[src/rtl/multicycle_ctrl_if.sv]
// Shared memory port between the multicycle controller and the unified memory.
// The controller drives the request side; the memory returns mem_ack.
interface multicycle_ctrl_if;
  logic mem_req;
  logic mem_we;
  logic mem_sel_instr;
  logic mem_ack;

  modport master (output mem_req, output mem_we, output mem_sel_instr, input mem_ack);
  modport slave  (input mem_req, input mem_we, input mem_sel_instr, output mem_ack);
endinterface

[src/rtl/multicycle_ctrl.sv]
// Multi-cycle FETCH/DECODE/EXEC/MEM/WB sequencer for the MIPS-lite datapath.
// Define PERF_CNT_EN to add the cyc_cnt/ret_cnt performance counters.
//
//  state  | meaning
//  FETCH  | instruction read on the shared memory port, IR loads on ack
//  DECODE | classify IR; j/jr/jal retire here, illegal encodings halt
//  EXEC   | ALU operation; beq retires here
//  MEM    | data read (lw) or write (sw) on the shared memory port
//  WB     | register file write and PC advance
//  HALT   | illegal instruction or memory timeout; left only via reset
module multicycle_ctrl #(
  parameter int unsigned MEM_TIMEOUT = 16
) (
  input  logic              clk,
  input  logic              reset_n,
  multicycle_ctrl_if.master mem,
  input  logic [5:0]        op,
  input  logic [5:0]        func,
  input  logic              zero,
  output logic              ir_we,
  output logic              pc_we,
  output logic [2:0]        npc_sel,
  output logic              grf_we,
  output logic [1:0]        reg_dst,
  output logic [1:0]        wb_sel,
  output logic [1:0]        alu_op,
  output logic [1:0]        ext_op,
  output logic              alu_src,
  output logic              halt,
  output logic [2:0]        state
`ifdef PERF_CNT_EN
  ,
  output logic [31:0]       cyc_cnt,
  output logic [31:0]       ret_cnt
`endif
);

  typedef enum logic [2:0] {
    S_FETCH  = 3'd0,
    S_DECODE = 3'd1,
    S_EXEC   = 3'd2,
    S_MEM    = 3'd3,
    S_WB     = 3'd4,
    S_HALT   = 3'd7
  } state_t;

  localparam int unsigned CW = (MEM_TIMEOUT > 1) ? $clog2(MEM_TIMEOUT) : 1;
  localparam logic [CW-1:0] TC_LAST = CW'(MEM_TIMEOUT - 1);

  state_t        r_state;
  logic [CW-1:0] r_tcnt;

  logic w_rtype, w_add, w_sub, w_jr, w_ori, w_lw, w_sw, w_beq, w_lui, w_j, w_jal;
  logic w_legal, w_tc, w_ack;

  assign w_rtype = (op == 6'h00);
  assign w_add   = w_rtype && (func == 6'h20);
  assign w_sub   = w_rtype && (func == 6'h22);
  assign w_jr    = w_rtype && (func == 6'h08);
  assign w_ori   = (op == 6'h0D);
  assign w_lw    = (op == 6'h23);
  assign w_sw    = (op == 6'h2B);
  assign w_beq   = (op == 6'h04);
  assign w_lui   = (op == 6'h0F);
  assign w_j     = (op == 6'h02);
  assign w_jal   = (op == 6'h03);
  assign w_legal = w_add | w_sub | w_jr | w_ori | w_lw | w_sw | w_beq | w_lui | w_j | w_jal;
  assign w_ack   = mem.mem_ack;

  // A same-cycle ack takes priority over the timeout terminal count.
  assign w_tc = (MEM_TIMEOUT != 0) && (r_tcnt == TC_LAST);

  always_ff @(posedge clk or negedge reset_n) begin
    if (!reset_n) begin
      r_state <= S_FETCH;
      r_tcnt  <= '0;
    end else begin
      r_tcnt <= '0;
      case (r_state)
        S_FETCH: begin
          if (w_ack)     r_state <= S_DECODE;
          else if (w_tc) r_state <= S_HALT;
          else           r_tcnt  <= r_tcnt + 1'b1;
        end
        S_DECODE: begin
          if (!w_legal)                r_state <= S_HALT;
          else if (w_j | w_jr | w_jal) r_state <= S_FETCH;
          else                         r_state <= S_EXEC;
        end
        S_EXEC: begin
          if (w_beq)            r_state <= S_FETCH;
          else if (w_lw | w_sw) r_state <= S_MEM;
          else                  r_state <= S_WB;
        end
        S_MEM: begin
          if (w_ack)     r_state <= w_lw ? S_WB : S_FETCH;
          else if (w_tc) r_state <= S_HALT;
          else           r_tcnt  <= r_tcnt + 1'b1;
        end
        S_WB:    r_state <= S_FETCH;
        default: r_state <= S_HALT;
      endcase
    end
  end

  // Strobes are decoded from the state register rather than registered so that
  // ack-qualified pulses land in the ack cycle and reset can kill them at once.
  always_comb begin
    mem.mem_req       = 1'b0;
    mem.mem_we        = 1'b0;
    mem.mem_sel_instr = 1'b0;
    ir_we             = 1'b0;
    pc_we             = 1'b0;
    npc_sel           = 3'd0;
    grf_we            = 1'b0;
    reg_dst           = 2'd0;
    wb_sel            = 2'd0;
    alu_op            = 2'b00;
    ext_op            = 2'b00;
    alu_src           = 1'b0;
    case (r_state)
      S_FETCH: begin
        mem.mem_req       = 1'b1;
        mem.mem_sel_instr = 1'b1;
        ir_we             = w_ack;
      end
      S_DECODE: begin
        if (w_j) begin
          pc_we   = 1'b1;
          npc_sel = 3'd2;
        end else if (w_jr) begin
          pc_we   = 1'b1;
          npc_sel = 3'd4;
        end else if (w_jal) begin
          pc_we   = 1'b1;
          npc_sel = 3'd3;
          grf_we  = 1'b1;
          reg_dst = 2'd2;
          wb_sel  = 2'd3;
        end
      end
      S_EXEC: begin
        if (w_beq) begin
          pc_we   = 1'b1;
          npc_sel = zero ? 3'd1 : 3'd0;
        end
      end
      S_MEM: begin
        mem.mem_req = 1'b1;
        mem.mem_we  = w_sw;
        pc_we       = w_ack && w_sw;
      end
      S_WB: begin
        grf_we  = 1'b1;
        pc_we   = 1'b1;
        reg_dst = (w_add | w_sub) ? 2'd1 : 2'd0;
        wb_sel  = w_lw ? 2'd1 : (w_lui ? 2'd2 : 2'd0);
      end
      default: ;
    endcase

    if ((r_state == S_EXEC) || (r_state == S_MEM) || (r_state == S_WB)) begin
      if (w_add | w_lw | w_sw)  alu_op = 2'b01;
      else if (w_sub | w_beq)   alu_op = 2'b10;
      else if (w_ori)           alu_op = 2'b11;
      if (w_ori)                ext_op = 2'b01;
      else if (w_lw | w_sw)     ext_op = 2'b10;
      else if (w_lui)           ext_op = 2'b11;
      alu_src = w_ori | w_lw | w_sw | w_lui;
    end

    if (!reset_n) begin
      mem.mem_req = 1'b0;
      mem.mem_we  = 1'b0;
      ir_we       = 1'b0;
      pc_we       = 1'b0;
      grf_we      = 1'b0;
    end
  end

  assign halt  = (r_state == S_HALT);
  assign state = r_state;

`ifdef PERF_CNT_EN
  always_ff @(posedge clk or negedge reset_n) begin
    if (!reset_n) begin
      cyc_cnt <= '0;
      ret_cnt <= '0;
    end else begin
      if (r_state != S_HALT) cyc_cnt <= cyc_cnt + 32'd1;
      if (pc_we)             ret_cnt <= ret_cnt + 32'd1;
    end
  end
`endif

endmodule

[src/flat_wrapper.sv]
// flat-port wrapper written by rule: the top's interface ports become plain ports
module multicycle_ctrl_flat 
#(
  parameter int unsigned MEM_TIMEOUT = 16
)
  (clk, reset_n, op, func, zero, ir_we, pc_we, npc_sel, grf_we, reg_dst, wb_sel, alu_op, ext_op, alu_src, halt, state, mem_mem_req, mem_mem_we, mem_mem_sel_instr, mem_mem_ack);
  multicycle_ctrl_if mem_i ();
  input  logic clk;
  input  logic reset_n;
  input  logic [5:0] op;
  input  logic [5:0] func;
  input  logic zero;
  output logic ir_we;
  output logic pc_we;
  output logic [2:0] npc_sel;
  output logic grf_we;
  output logic [1:0] reg_dst;
  output logic [1:0] wb_sel;
  output logic [1:0] alu_op;
  output logic [1:0] ext_op;
  output logic alu_src;
  output logic halt;
  output logic [2:0] state;
  output wire logic [$bits(mem_i.mem_req)-1:0] mem_mem_req;
  output wire logic [$bits(mem_i.mem_we)-1:0] mem_mem_we;
  output wire logic [$bits(mem_i.mem_sel_instr)-1:0] mem_mem_sel_instr;
  input wire logic [$bits(mem_i.mem_ack)-1:0] mem_mem_ack;
  assign mem_mem_req = mem_i.mem_req;
  assign mem_mem_we = mem_i.mem_we;
  assign mem_mem_sel_instr = mem_i.mem_sel_instr;
  assign mem_i.mem_ack = mem_mem_ack;
  multicycle_ctrl #(.MEM_TIMEOUT(MEM_TIMEOUT)) u_core (.clk(clk), .reset_n(reset_n), .mem(mem_i), .op(op), .func(func), .zero(zero), .ir_we(ir_we), .pc_we(pc_we), .npc_sel(npc_sel), .grf_we(grf_we), .reg_dst(reg_dst), .wb_sel(wb_sel), .alu_op(alu_op), .ext_op(ext_op), .alu_src(alu_src), .halt(halt), .state(state));
endmodule
[config.mk]
export PLATFORM = sky130hd
export DESIGN_NAME = multicycle_ctrl_flat
export DESIGN_NICKNAME = d
export VERILOG_FILES = /design/src/rtl/multicycle_ctrl_if.sv /design/src/rtl/multicycle_ctrl.sv /design/src/flat_wrapper.sv
export SDC_FILE = /design/constraint.sdc
export NUM_CORES = 1
export LEC_CHECK = 0
export BUFFER_PORTS_ARGS = -buffer_cell sky130_fd_sc_hd__buf_2
export CAP_MARGIN = 40
export CORE_UTILIZATION = 47
export DETAILED_ROUTE_END_ITERATION = 12
export GPL_ROUTABILITY_DRIVEN = 0
export PLACE_DENSITY_LB_ADDON = 0.1
export SLEW_MARGIN = 20
export SYNTH_ARGS = -nofsm -noshare
export SYNTH_HDL_FRONTEND = slang
export SYNTH_SLANG_ARGS = --single-unit
[constraint.sdc]
create_clock -name clk -period 1.46 [get_ports clk]
set_clock_uncertainty 0.05 [all_clocks]
set_input_delay 0.146 -clock clk [delete_from_list [all_inputs] [get_ports clk]]
set_output_delay 0.146 -clock clk [all_outputs]
set_load 0.005 [all_outputs]
Word-level counts from Yosys, hierarchy flattened
Index checks and enable logic that the tools add are counted.

$add $sub $neg: 1. Equal/unequal tests: 16. Multiplexer cells: 55. Bitwise operators: 18. Reduce and logical (&&, ||, !) cells: 9.

Operators by type and width (count): two-way mux 2 bit (18); two-way mux 3 bit (10); == test 6 bit (second input constant) (4); == test 6 x 4 -> 1 bit (second input constant) (3); two-way mux 1 bit (18); OR 1 bit (18); case mux 3 bit (5 select lines) (1); == test 6 x 2 -> 1 bit (second input constant) (2); two-way mux 4 bit (3); case mux 2 bit (2 select lines) (2); == test 3 x 2 -> 1 bit (second input constant) (2); == test 3 bit (second input constant) (2); == test 6 x 3 -> 1 bit (second input constant) (1); zero test 6 bit (1); case mux 3 bit (2 select lines) (1); adder 4 x 1 -> 4 bit (second input constant) (1); == test 4 bit (second input constant) (1); logical AND 1 bit (4); case mux 1 bit (4 select lines) (1); == test 3 x 1 -> 1 bit (second input constant) (1); zero test 3 bit (1); logical OR 1 bit (2); case mux 1 bit (2 select lines) (1); OR reduction 2 bit (1).

Bits in registers: 7. Bits of input ports: 16. Output and inout port bits: 22. Logic and storage cells: 101.

Logic depth before layout (Yosys ltp)
Depth in word-level cells: 13. Gate-level depth with buffers: 6. Depth with buffers taken out: 5.

Worst setup path after synthesis
OpenSTA, ideal clock, no wires.

Path type: reg-to-output. From: register u_core.r_state[2] (netlist: u_core.state[2]). To: output pc_we. Arrival time: 1.229 ns. Required time: 1.264 ns. Setup slack: 0.035 ns. Stages on the path, launching flop included: 5. Path buffers: 0. Cell sequence: dfrtp_1 -> nand2b_1 -> or2_2 -> nor2_1 -> o31a_1.

Longest elaborated chain between the ends: 3. Elaborated cells on any way between the ends: 6. Classes of those cells: eq/ne (4); mux (2).

RTL lines: from (decl) (line multicycle_ctrl.sv:50) `state_t r_state;`; from (signal assigned) (line multicycle_ctrl.sv:96) `if (w_ack) r_state <= w_lw ? S_WB : S_FETCH;`; == test 3 bit (tied with other cells) (line multicycle_ctrl.sv:121) `case (r_state)`; case mux 1 bit (4 select lines) (*) (line multicycle_ctrl.sv:121); two-way mux 1 bit (*) (line multicycle_ctrl.sv:172) `if (!reset_n) begin`; to (decl) (line flat_wrapper.sv:14) `output logic pc_we;`.

Every way passes the cells marked *; elsewhere a longest branch is shown, timed or not.

Worst setup path after layout
From: register u_core.r_state[2] (netlist: u_core.state[2]). To: output alu_op[1].

Longest elaborated chain between the ends: 4. Elaborated cells on any way between the ends: 6. Classes of those cells: eq/ne (3); mux (1); reduce/logical (2).

RTL lines: == test 3 x 2 -> 1 bit (line multicycle_ctrl.sv:162) `if ((r_state == S_EXEC) || (r_state == S_MEM) || (r_state == S_WB)) begin`; logical OR 1 bit (line multicycle_ctrl.sv:162); logical OR 1 bit (*) (line multicycle_ctrl.sv:162); two-way mux 2 bit (*) (line multicycle_ctrl.sv:162); to (decl) (line flat_wrapper.sv:19) `output logic [1:0] alu_op;`.

Marked as above.

==> out/qor.yml <==
critical_path_buf_inv_count: 4
synth_commonest_cells: "11 x nor2_1, 7 x dfrtp_1, 7 x nand4_1"
hold_viol_final: 0
synth_top_cell_area_share_pct: 19.97
violations: "setup timing"
maxSlewHeadroom_pct: 70.80
maxCapViolCount: 0
die_area_um2: 2043
core_um2: 1745
sw_frac_of_total_pct: 42.04
cts.path.max_buffers: 2
finish.utilization_pct: 85.16
powerDensity_nw_per_um2: 773.1
cts_sinks: 7
crit_chain: "buf_4 -> buf_6 -> a21oi_2 -> inv_1 -> and3_1 -> buf_2"
max_stage_delay_ns: 0.39
syn_inst: 114
worst_slew_pin_slew_ns: 0.4370
grt_max_degree: 12
required_ns: 1.26
p_leak_nw: 0.6764
regArea_um2: 177.7
cts_tree: "yes"
rows: 15
maxSlewViolCount: 0
hpwl_um: 2019
yosys_warnings: 0
switchingPower_mw: 0.4832
worstPathMaxFanout: 11
nFillCells: 92
wl_um: 4288
dr.pass1.iters: 7
synth_ff_type: "dfrtp_1"
p_seq_share_pct: 20.8
worstReg2RegEnd: "u_core.state[0]"
cp-end-kind: "output port"
period_minus_slack_ns: 1.826
pwr-share-clk_pct: 17.8
rrSetupSlack_ns: -0.19
diodes: 0
synth.area.top_cells: "dfrtp_1 20%, nand4_1 5.0%, nor2_1 4.7%"
min_period_over_period_pct: 125.0
htreeDepth: 1
area_growth_pct: 69.47
synth_top_area_cell: "dfrtp_1"
synth-seq-area-share_pct: 19.97
clk_pin_slew_ns: 0.07
hold-path-endpoint: "u_core.r_tcnt[2]"
rsz0062_at_grt: "true"
multi_input_area_um2: 769.5
reg2reg_from: "u_core.state[1]"
setup_viol: 23
vdd_drop_max_uv: 785.9
placedCellCount: 187
power.share.combinational_pct: 61.4
grt_use_total_pct: 36.55
grt_pass1_vias: 1119
start_kind: "flip-flop"
vias: 1313
start_util_pct: 50.25
hold_path_depth: 2
grt.overflow.total: 0
grt_first_pass_wirelength_um: 5271
min_from: "mem_mem_ack"
ios: 38
synthDistinctLibCells: 48
postRouteAntennaNets: 0
synth-seq-cells: 7
tritoncts.num_buffers: 3
antenna_found_initial: 0
syn_area_um2: 877.1
p_int_mw: 0.6660
syn_nets: 131
crit_type: "reg2out"
drt_iter0_drc: 80
drive_above_1_share_pct: 57.30
synth_most_common_cell: "nor2_1"
die_height_um: 45.20
final_nets: 196
finalNonFillerCells: 203
postSynthAreaPerCell_um2: 7.694
drc: 0
rr_worst_depth: 7
slowest_stage: "dfrtp_1"
async_flop_share_pct: 100.0
portBuffers: 37
crit_family: "buffers and inverters"
viasPerCell: 6.468
cts-root-buf: "clkbuf_4"
die_w_um: 45.20
clock_latency_ns: 0.28
routedWlPerCell_um: 21.12
clock.fmax_ghz: 0.5478
hp-class: "in2reg"
timing.final.ws_setup_ns: -0.3655
synth-edff-count: 0
cp.arrival_ns: 1.63
status: "finished, violations left"
-- flip-flops by register name, summed over array words and instances, names as in the netlist --
name / count
u_core.state: 3
u_core.r_tcnt: 4
-- layout make-up --
cell class | instances | area share, %
Multi-Input combinational cell | 95 | 51.77
Inverter | 4 | 1.010
Clock buffer | 4 | 1.768
Tap cell | 25 | 2.104
Timing Repair Buffer | 68 | 31.40
Sequential cell | 7 | 11.95
-- worst max path at each step --
stage / start / to / slack, ns / cells after the start
floorplan: u_core.state[2] / pc_we / 0.04 / 4
global placement: u_core.state[2] / grf_we / -0.07 / 5
detailed placement: op[2] / alu_op[0] / -0.06 / 6
CTS: u_core.state[2] / grf_we / -0.19 / 5
global route: op[2] / alu_op[1] / -0.47 / 6
finish: u_core.state[2] / alu_op[1] / -0.37 / 6
-- cell usage in the layout, fill, tap and decap left out, types with 4 or more instances in the layout --
cell     count
a21oi_2      4
buf_2       35
nand3_1      5
nand2_1      5
buf_6       11
nor2_1       7
dfrtp_1      5
nand4_1      7
buf_4       21
-- repair_timing --
action	in CTS	in global routing
setup endpoints to repair	18	26
buffers inserted	8	3
resized for setup	30	15
endpoints found under the hold margin	7	0
hold buffers	1	0
pin swaps	11	11
-- kinds of logic after synthesis --
| family | share of synthesized area (%) |
|---|---|
| AO/OA/AOI/OAI | 23.25 |
| XOR/XNOR | 3.995 |
| adder cells (fa/ha/maj) | 1.426 |
| buffers and inverters | 7.559 |
| flip-flops | 19.97 |
| AND/OR/NAND/NOR | 43.80 |
-- power groups by stage --
stage	Sequential (mW)	Clock (mW)	Combinational, mW
floorplan	0.241	0	0.223
global placement	0.232	0	0.435
detailed placement	0.233	0	0.438
CTS	0.236	0.188	0.560
global route	0.240	0.216	0.743
finish	0.239	0.204	0.706
-- per-stage QoR --
stage | power, mW | hold slack (ns) | TNS (ns) | worst slack, ns | cell area (µm²)
5_1_grt | 1.199 | 0.1816 | -5.869 | -0.4749 | 1486
3_5_place_dp | 0.6708 | -0.02852 | -0.1352 | -0.05749 | 1185
6_report | 1.149 | 0.1764 | -4.483 | -0.3655 | 1486
3_3_place_gp | 0.6662 | -0.02897 | -0.08219 | -0.06794 | 1185
2_1_floorplan | 0.4639 | -0.1996 | 0 | 0.03540 | 877.1
4_1_cts | 0.9841 | 0.1419 | -2.501 | -0.1890 | 1395
-- layer usage --
layer  GRT usage [%]  vias to the layer above  part of all wire [%]
met3           11.60                       44                    11
met2           56.23                      128                    44
met1           46.06                      587                    36
li1                -                      554                     -
met4           17.58                        0                   8.4
met5               0                        -                     0
No activity file was read; power rests on OpenSTA's default activity.
